===== src/rtl/lsu_arb_pkg.sv =====
// lsu_arb_pkg: shared types and constants for the LSU arbiter.
//   req_id_e     : requester id (REQ_M0 = core data port, REQ_M1 = DMA/debug)
//   lock_state_e : bus-lock FSM states (used only with LSU_ARB_LOCK_EN)
//   *_BASE       : LSU address map, for bench use
package lsu_arb_pkg;

    typedef enum logic {
        REQ_M0 = 1'b0,
        REQ_M1 = 1'b1
    } req_id_e;

    typedef enum logic {
        ARB   = 1'b0,
        LOCK0 = 1'b1
    } lock_state_e;

    localparam logic [31:0] DMEM_BASE = 32'h0000_2000;
    localparam logic [31:0] LEDR_BASE = 32'h0000_7000;
    localparam logic [31:0] LEDG_BASE = 32'h0000_7010;
    localparam logic [31:0] HEX_BASE  = 32'h0000_7020;
    localparam logic [31:0] LCD_BASE  = 32'h0000_7030;
    localparam logic [31:0] SW_BASE   = 32'h0000_7800;

endpackage


===== src/rtl/lsu_arb_rr2.sv =====
// lsu_arb_rr2: 2-way round-robin picker, purely combinational.
//   req  [1:0] : request vector (bit 0 = m0, bit 1 = m1)
//   prio       : requester that wins a tie (0 = m0, 1 = m1)
//   gnt  [1:0] : one-hot grant, zero when nobody requests
module lsu_arb_rr2 (
    input  logic [1:0] req,
    input  logic       prio,
    output logic [1:0] gnt
);

    always_comb begin
        gnt = req;
        if (&req) gnt = prio ? 2'b10 : 2'b01;
    end

endmodule


===== src/rtl/lsu_arb.sv =====
// lsu_arb: shares the single-port LSU between the core data port (m0) and
// a DMA/debug master (m1). One access per cycle, round-robin on contention.
// Loads return one cycle after their grant; the owner of each load is
// remembered so the registered LSU data is steered to the right master.
//   i_clk, i_rst (async, active-low)
//   i_mX_req/wren/addr/wdata, o_mX_gnt, o_mX_rvalid, o_mX_rdata : masters
//   i_m0_lock            : m0 bus lock (only with LSU_ARB_LOCK_EN defined)
//   o_lsu_wren/addr, o_st_data, i_ld_data                  : LSU side
// Optional feature macro: LSU_ARB_LOCK_EN (m0 bus lock, LOCK0 state).
module lsu_arb
    import lsu_arb_pkg::*;
#(
    parameter int AW        = 32,
    parameter int DW        = 32,
    parameter int INIT_PRIO = 0
) (
    input  logic          i_clk,
    input  logic          i_rst,
    input  logic          i_m0_req,
    input  logic          i_m0_wren,
    input  logic [AW-1:0] i_m0_addr,
    input  logic [DW-1:0] i_m0_wdata,
    output logic          o_m0_gnt,
    output logic          o_m0_rvalid,
    output logic [DW-1:0] o_m0_rdata,
    input  logic          i_m1_req,
    input  logic          i_m1_wren,
    input  logic [AW-1:0] i_m1_addr,
    input  logic [DW-1:0] i_m1_wdata,
    output logic          o_m1_gnt,
    output logic          o_m1_rvalid,
    output logic [DW-1:0] o_m1_rdata,
`ifdef LSU_ARB_LOCK_EN
    input  logic          i_m0_lock,
`endif
    output logic          o_lsu_wren,
    output logic [AW-1:0] o_lsu_addr,
    output logic [DW-1:0] o_st_data,
    input  logic [DW-1:0] i_ld_data
);

    logic [1:0]         req, wren, gnt;
    logic [1:0][AW-1:0] addr;
    logic [1:0][DW-1:0] wdata;
    logic               prio, prio_nxt, win, m1_block, rd_pending;
    req_id_e            wsel, rd_owner;
    logic [AW-1:0]      addr_q;
    logic [DW-1:0]      wdata_q;

    // Requests are masked while reset is held so no grant leaks out.
    assign req   = {i_m1_req & ~m1_block, i_m0_req} & {2{i_rst}};
    assign wren  = {i_m1_wren, i_m0_wren};
    assign addr  = {i_m1_addr, i_m0_addr};
    assign wdata = {i_m1_wdata, i_m0_wdata};

    lsu_arb_rr2 u_rr2 (
        .req  (req),
        .prio (prio),
        .gnt  (gnt)
    );

    assign win  = |gnt;
    assign wsel = gnt[1] ? REQ_M1 : REQ_M0;

    assign o_m0_gnt = gnt[0];
    assign o_m1_gnt = gnt[1];

    // Idle cycles replay the last address/data with write strobe low, so
    // the LSU never sees a stray store and its read target stays put.
    assign o_lsu_wren = win & wren[wsel];
    assign o_lsu_addr = win ? addr[wsel]  : addr_q;
    assign o_st_data  = win ? wdata[wsel] : wdata_q;

    assign o_m0_rvalid = rd_pending & (rd_owner == REQ_M0);
    assign o_m1_rvalid = rd_pending & (rd_owner == REQ_M1);
    assign o_m0_rdata  = i_ld_data;
    assign o_m1_rdata  = i_ld_data;

`ifdef LSU_ARB_LOCK_EN
    lock_state_e state, state_nxt;

    assign m1_block = (state == LOCK0);

    always_comb begin
        state_nxt = state;
        case (state)
            ARB:     if (gnt[0] && i_m0_lock) state_nxt = LOCK0;
            LOCK0:   if (!i_m0_lock && (gnt[0] || !i_m0_req)) state_nxt = ARB;
            default: state_nxt = ARB;
        endcase
    end

    // Pointer is frozen while locked; leaving the lock hands priority to m1.
    always_comb begin
        prio_nxt = prio;
        if (state == LOCK0) begin
            if (state_nxt == ARB) prio_nxt = 1'b1;
        end else if (win) begin
            prio_nxt = gnt[0];
        end
    end

    always_ff @(posedge i_clk or negedge i_rst) begin
        if (!i_rst) state <= ARB;
        else        state <= state_nxt;
    end
`else
    assign m1_block = 1'b0;

    // After a grant the loser gets priority: m0 won -> prio = 1.
    always_comb begin
        prio_nxt = prio;
        if (win) prio_nxt = gnt[0];
    end
`endif

    always_ff @(posedge i_clk or negedge i_rst) begin
        if (!i_rst) begin
            prio       <= 1'(INIT_PRIO);
            rd_pending <= 1'b0;
            rd_owner   <= REQ_M0;
            addr_q     <= '0;
            wdata_q    <= '0;
        end else begin
            prio       <= prio_nxt;
            rd_pending <= win & ~o_lsu_wren;
            if (win) begin
                rd_owner <= wsel;
                addr_q   <= addr[wsel];
                wdata_q  <= wdata[wsel];
            end
        end
    end

endmodule


===== config.mk =====
export PLATFORM = sky130hd
export DESIGN_NAME = lsu_arb
export DESIGN_NICKNAME = d
export VERILOG_FILES = /design/src/rtl/lsu_arb_pkg.sv /design/src/rtl/lsu_arb_rr2.sv /design/src/rtl/lsu_arb.sv
export SDC_FILE = /design/constraint.sdc
export NUM_CORES = 1
export LEC_CHECK = 0
export ABC_AREA = 1
export CAP_MARGIN = 20
export CORE_AREA = 2 2 116 118
export CTS_BUF_LIST = sky130_fd_sc_hd__clkbuf_8 sky130_fd_sc_hd__clkbuf_16
export DETAILED_ROUTE_END_ITERATION = 6
export DIE_AREA = 0 0 118 120
export PLACE_DENSITY = 0.87
export SYNTH_ARGS = -nofsm -noshare
export SYNTH_HDL_FRONTEND = slang
export SYNTH_SLANG_ARGS = --single-unit

===== constraint.sdc =====
create_clock -name i_clk -period 3.1 [get_ports i_clk]
set_input_delay 0.62 -clock i_clk [delete_from_list [all_inputs] [get_ports i_clk]]
set_output_delay 0.62 -clock i_clk [all_outputs]
set_load 0.02 [all_outputs]

==> impl_metrics.csv, run 1 <==
group,metric,value,unit
placement,gp_congestion,0.801,
grt,grt_use_total,18.8,%
timing,final.setup_skew,0.00520,ns
power,p_seq_share,34.5,%
finish,num-nets-final,959,
critical_path,end_kind,"output pin",
detailed_routing,viasPerCell,4.41,
detailed_routing,wl,13.1,mm
timing,slew_headroom,42.5,%
detailed_routing,wl_per_cell,13.5,µm
clock_network,cts-root-buf,"clkbuf_16",
timing,hold_violations,0,
timing,fin_tns_setup,0,ns
grt,grt_antenna_before_repair,0,
power,clkPwrFrac,31.8,%
placement,numPortBuffers,202,
clock_network,clkSlewWorstSetupHoldPaths,0.05,ns
clock_network,cts_tree,"built",
power,p_sw,0.933,mW
run,max-cap-violations,0,
floorplan,start_util,33.6,%
power,peakVddDrop,0.250,mV
detailed_routing,ant_nets,0,
min_path,hp-class,"in -> async",
power,powerDensity,460,mW/mm²
floorplan,die_x,118,µm
timing,maxSlewViolCount,0,
power,power_leakage,3.79,nW
detailed_routing,drt-initial-drc-count,213,
synth,avgSynthCellArea,6.83,µm²
grt,grt_start_max_net_pins,67,
power,total_power,3.00,mW
timing,tightest_slew,0.862,ns
clock_network,cts.sinks,67,
timing,setup_viol,0,
detailed_routing,drc,0,
critical_path,required,2.48,ns
placement,pre_cts_ws,-0.0623,ns
critical_path,r2r_setup_slack,1.68,ns
finish,instances_no_fill,973,
finish,final_cell_mix,"nand2_1 (199), inv_1 (136), clkdlybuf4s50_1 (136)",
synth,yosys_warnings,0,
floorplan,die_y,120,µm
detailed_routing,first_pass_iters,4,
clock_network,post-cts-setup-buffers,0,
timing,fin_ws,0.179,ns
finish,layout_commonest_cell,"nand2_1",
finish,drive_gt1_share,7.53,%
outcome,status,"finished, final reports clean",
power,combPwrFrac,33.7,%
critical_path,critPathLaunchType,"input pin",
finish,n_antenna_cell,0,
critical_path,cp.arrival,2.30,ns
grt,first_global_vias,4271,
synth,yosys_register_bits,67,
critical_path,worstSetupPathType,"in -> out",
power,p_int,2.07,mW
clock_network,clockBufferDepth,2,
clock_network,cts_buffers,9,
timing,rsz0062_at_grt,"false",
placement,hpwl,9.34,mm
placement,dpl.cell_count,958,
detailed_routing,num_vias,4295,
clock_network,htreeDepth,3,
synth,ys_types,14,
grt,grt-ovfl-total,0,
grt,grt_pass1_wl,20.9,mm
clock_network,clk_latency,0.33,ns
power,swShare,31.1,%
floorplan,core-area,0.0130,mm²
synth,syn_area,0.00437,mm²
critical_path,cp_max_fo,35,
timing,finalCritPeriodShare,94.2,%
synth,yosysSeqAreaShare,38.4,%
timing,fmax,0.342,GHz
floorplan,die-area,0.0142,mm²
floorplan,rows,42,
synth,syn_inst,639,
finish,syn_to_final_growth,49.4,%
finish,fillCellCount,1253,
synth,syn-num-nets,805,
floorplan,io_pins,299,
timing,fin_crit,2.92,ns
==> power by group through the flow <==
stage	Clock (mW)	Combinational, mW	Sequential, mW
final	0.953	1.01	1.04
after global routing	1.04	1.10	1.05
after CTS	0.997	1.02	1.04
after detailed placement	0	1.10	1.05
after global placement	0	1.08	1.05
after floorplan	0	0.617	1.04
==> cells by family (layout without fill, tap and decap cells) <==
group	after synthesis	after routing	share of synthesized area, %
simple gates	333	333	32.5
flops	67	67	38.4
compound gates	3	3	0.344
buf+inv	236	394	28.7
==> flip-flops by register name, summed over array words and instances (netlist names) <==
register	count
wdata_q	32
rd_pending	1
rd_owner	1
addr_q	32
prio	1
==> area by class of cell <==
class | instances | area, µm² | share of cell area, %
clock buffer | 12 | 267 | 4.09
clock inverter | 3 | 13.8 | 0.211
inverter | 137 | 514 | 7.88
multi-input combinational | 336 | 1440 | 22.0
sequential | 67 | 1680 | 25.7
tap | 176 | 220 | 3.38
timing repair buffer | 242 | 2400 | 36.7
==> worst max-delay path, stage by stage <==
cell and delay, ns:
clkdlybuf4s50_1 0.46, nand2_1 0.11, inv_2 0.14, nand2_2 0.11
buf_12 0.19, inv_1 0.07, clkdlybuf4s50_1 0.59
==> worst paths after layout <==
path,from,end,cells after the start
min in group i_clk,addr_q[3]$_DFF_PN0_,addr_q[3]$_DFF_PN0_,2
worst min register to register,addr_q[3]$_DFF_PN0_,addr_q[3]$_DFF_PN0_,2
max in group asynchronous,i_rst,wdata_q[19]$_DFF_PN0_,2
worst max-delay path,i_m1_req,o_m1_gnt,7
worst min-delay path,i_rst,addr_q[13]$_DFF_PN0_,1
worst max register to register,prio$_DFFE_PN0P_,addr_q[0]$_DFF_PN0_,8
==> through the flow <==
stage	area, µm²	util [%]	hold WS, ns
floorplan	4370	-	0.324
global placement	6280	48.4	0.417
detailed placement	6280	48.4	0.417
CTS	6500	50.0	0.0526
global route	6520	50.3	0.0540
finish	6520	50.3	0.0715
==> Yosys cell counts <==
library cell / number / share of area [%]
nand3b_1: 1 / 0.17
clkbuf_1: 1 / 0.086
inv_2: 2 / 0.17
o21ai_0: 2 / 0.23
nand2_2: 2 / 0.29
buf_2: 13 / 1.5
a21oi_1: 1 / 0.11
inv_1: 135 / 12
nor2_1: 2 / 0.17
nand3_1: 128 / 15
nand2_1: 200 / 17
buf_6: 9 / 2.3
buf_4: 76 / 13
dfrtp_1: 67 / 38
==> layer usage <==
layer / global-route usage [%] / routed length, µm / share of wire (%) / vias to the layer above
met3: 5.80 / 1040 / 7.9 / 47
li1: - / - / - / 2143
met4: 11.9 / 567 / 4.3 / 0
met2: 30.3 / 6150 / 47 / 192
met1: 21.8 / 5390 / 41 / 1913
met5: 0 / 0 / 0 / -
==> repair_timing <==
item,in CTS,in global routing
hold buffers,0,0
resized for setup,55,11
pin swaps,0,0
endpoints found under the setup margin,53,11
cloned,0,0
Power figures use the tool's default switching activity.
==> inputs of run 2 (changes only) <==
CTS_BUF_LIST = not set   (was sky130_fd_sc_hd__clkbuf_8 sky130_fd_sc_hd__clkbuf_16)
SLEW_MARGIN = 20   (was not set)
==> run 2 against run 1 <==
  * Combinational power about the same
  * Worst hold slack about the same
  * Global-route usage unchanged
  * Worst setup slack unchanged
  * Critical path depth unchanged
  * Maximum frequency unchanged
  * Non-clock buffer count unchanged
  * Final area unchanged
  * Routed wire length about the same
  * Critical endpoint unchanged
  * Largest power group unchanged
==> impl_metrics.csv, run 2 (synthesized netlist as in run 1, its figures left out) <==
group,metric,value,unit
outcome,status,"finished, final reports clean",
min_path,hp-class,"in -> async",
finish,drive_gt1_share,7.53,%
finish,instances_no_fill,973,
critical_path,critPathLaunchType,"input pin",
power,peakVddDrop,0.250,mV
power,total_power,3.00,mW
timing,tightest_slew,0.863,ns
run,max-cap-violations,0,
critical_path,worstSetupPathType,"in -> out",
grt,grt_use_total,18.8,%
critical_path,end_kind,"output pin",
finish,fillCellCount,1253,
grt,grt_antenna_before_repair,0,
finish,num-nets-final,959,
timing,rsz0062_at_grt,"false",
timing,hold_violations,0,
timing,final.setup_skew,0.00520,ns
clock_network,cts_buffers,9,
grt,grt-ovfl-total,0,
timing,maxSlewViolCount,0,
finish,layout_commonest_cell,"nand2_1",
clock_network,clk_latency,0.33,ns
floorplan,die-area,0.0142,mm²
floorplan,die_x,118,µm
finish,final_cell_mix,"nand2_1 (199), clkdlybuf4s50_1 (136), inv_1 (135)",
critical_path,required,2.48,ns
clock_network,post-cts-setup-buffers,0,
placement,hpwl,9.34,mm
power,swShare,31.0,%
floorplan,start_util,33.6,%
detailed_routing,first_pass_iters,4,
placement,dpl.cell_count,958,
detailed_routing,drc,0,
clock_network,clockBufferDepth,2,
detailed_routing,num_vias,4297,
placement,gp_congestion,0.801,
detailed_routing,wl,13.1,mm
placement,numPortBuffers,202,
finish,top_regs,"addr_q x32, wdata_q x32",
detailed_routing,viasPerCell,4.42,
finish,n_antenna_cell,0,
clock_network,cts-root-buf,"clkbuf_16",
timing,setup_viol,0,
power,combPwrFrac,33.7,%
floorplan,io_pins,299,
detailed_routing,ant_nets,0,
clock_network,htreeDepth,3,
power,powerDensity,460,mW/mm²
floorplan,die_y,120,µm
grt,first_global_vias,4271,
detailed_routing,drt-initial-drc-count,210,
timing,fin_crit,2.92,ns
power,p_int,2.07,mW
clock_network,cts.sinks,67,
critical_path,cp.arrival,2.30,ns
power,clkPwrFrac,31.8,%
timing,fmax,0.342,GHz
timing,finalCritPeriodShare,94.2,%
detailed_routing,wl_per_cell,13.5,µm
power,p_sw,0.932,mW
power,p_seq_share,34.5,%
power,power_leakage,3.79,nW
floorplan,core-area,0.0130,mm²
grt,grt_pass1_wl,20.9,mm
clock_network,clkSlewWorstSetupHoldPaths,0.05,ns
floorplan,rows,42,
clock_network,cts_tree,"built",
timing,slew_headroom,42.5,%
critical_path,cp_max_fo,35,
grt,grt_start_max_net_pins,67,
finish,syn_to_final_growth,49.4,%
-- run 2: cell count changes in the layout (fill, tap and decap cells not counted), sizes merged --
| cell | previous run | this run |
|---|---|---|
| clkbuf | 12 | 13 |
| inv | 138 | 137 |
-- run 2: power groups by stage --
| stage | Clock (mW) | Combinational [mW] | Sequential (mW) |
|---|---|---|---|
| 5_1_grt | 1.04 | 1.10 | 1.05 |
| 3_3_place_gp | 0 | 1.08 | 1.05 |
| 2_1_floorplan | 0 | 0.617 | 1.04 |
| 4_1_cts | 0.999 | 1.02 | 1.04 |
| 6_report | 0.956 | 1.01 | 1.04 |
| 3_5_place_dp | 0 | 1.10 | 1.05 |
-- run 2: layout make-up --
| class | count | area (µm²) | area share, % |
|---|---|---|---|
| Timing Repair Buffer | 242 | 2400 | 36.7 |
| Tap cell | 176 | 220 | 3.38 |
| Sequential cell | 67 | 1680 | 25.7 |
| Inverter | 137 | 514 | 7.88 |
| Multi-Input combinational cell | 336 | 1440 | 22.0 |
| Clock inverter | 2 | 10.0 | 0.153 |
| Clock buffer | 13 | 270 | 4.14 |
-- run 2: layer usage --
layer / routed length (µm) / GRT usage [%] / part of all wire (%)
met1: 5420 / 21.8 / 41
met2: 6120 / 30.3 / 47
met3: 1030 / 5.80 / 7.9
met4: 567 / 11.9 / 4.3
met5: 0 / 0 / 0
-- run 2: critical path, stage by stage --
cell and delay (ns):
clkdlybuf4s50_1 0.46, nand2_1 0.11, inv_2 0.14, nand2_2 0.11, buf_12 0.19, inv_1 0.07, clkdlybuf4s50_1 0.59
-- run 2: what timing repair did --
| action | in CTS | in global routing |
|---|---|---|
| cloned | 0 | 0 |
| setup endpoints to repair | 53 | 11 |
| hold buffers | 0 | 0 |
| pin swaps | 0 | 0 |
| gates resized for setup | 55 | 11 |
-- run 2: worst paths after layout --
kind,slack (ns),end,startpoint,cells after the start
max in group asynchronous,1.99,wdata_q[19]$_DFF_PN0_,i_rst,2
hold / removal,0.07,addr_q[13]$_DFF_PN0_,i_rst,1
setup reg to reg,1.68,addr_q[0]$_DFF_PN0_,prio$_DFFE_PN0P_,8
hold reg to reg,0.47,addr_q[3]$_DFF_PN0_,addr_q[3]$_DFF_PN0_,2
setup / recovery,0.18,o_m1_gnt,i_m1_req,7
min in group i_clk,0.47,addr_q[3]$_DFF_PN0_,addr_q[3]$_DFF_PN0_,2
-- run 2: through the flow --
| stage | cell area (µm²) | hold WS [ns] | setup TNS [ns] | setup WS (ns) | util, % |
|---|---|---|---|---|---|
| after floorplan | 4370 | 0.324 | 0 | 1.11 | - |
| after global placement | 6280 | 0.417 | -0.0383 | -0.0224 | 48.4 |
| after detailed placement | 6280 | 0.417 | -1.48 | -0.0623 | 48.4 |
| after CTS | 6500 | 0.0526 | 0 | 0.000750 | 50.0 |
| after global routing | 6520 | 0.0540 | 0 | 0.0769 | 50.3 |
| final | 6520 | 0.0715 | 0 | 0.179 | 50.3 |
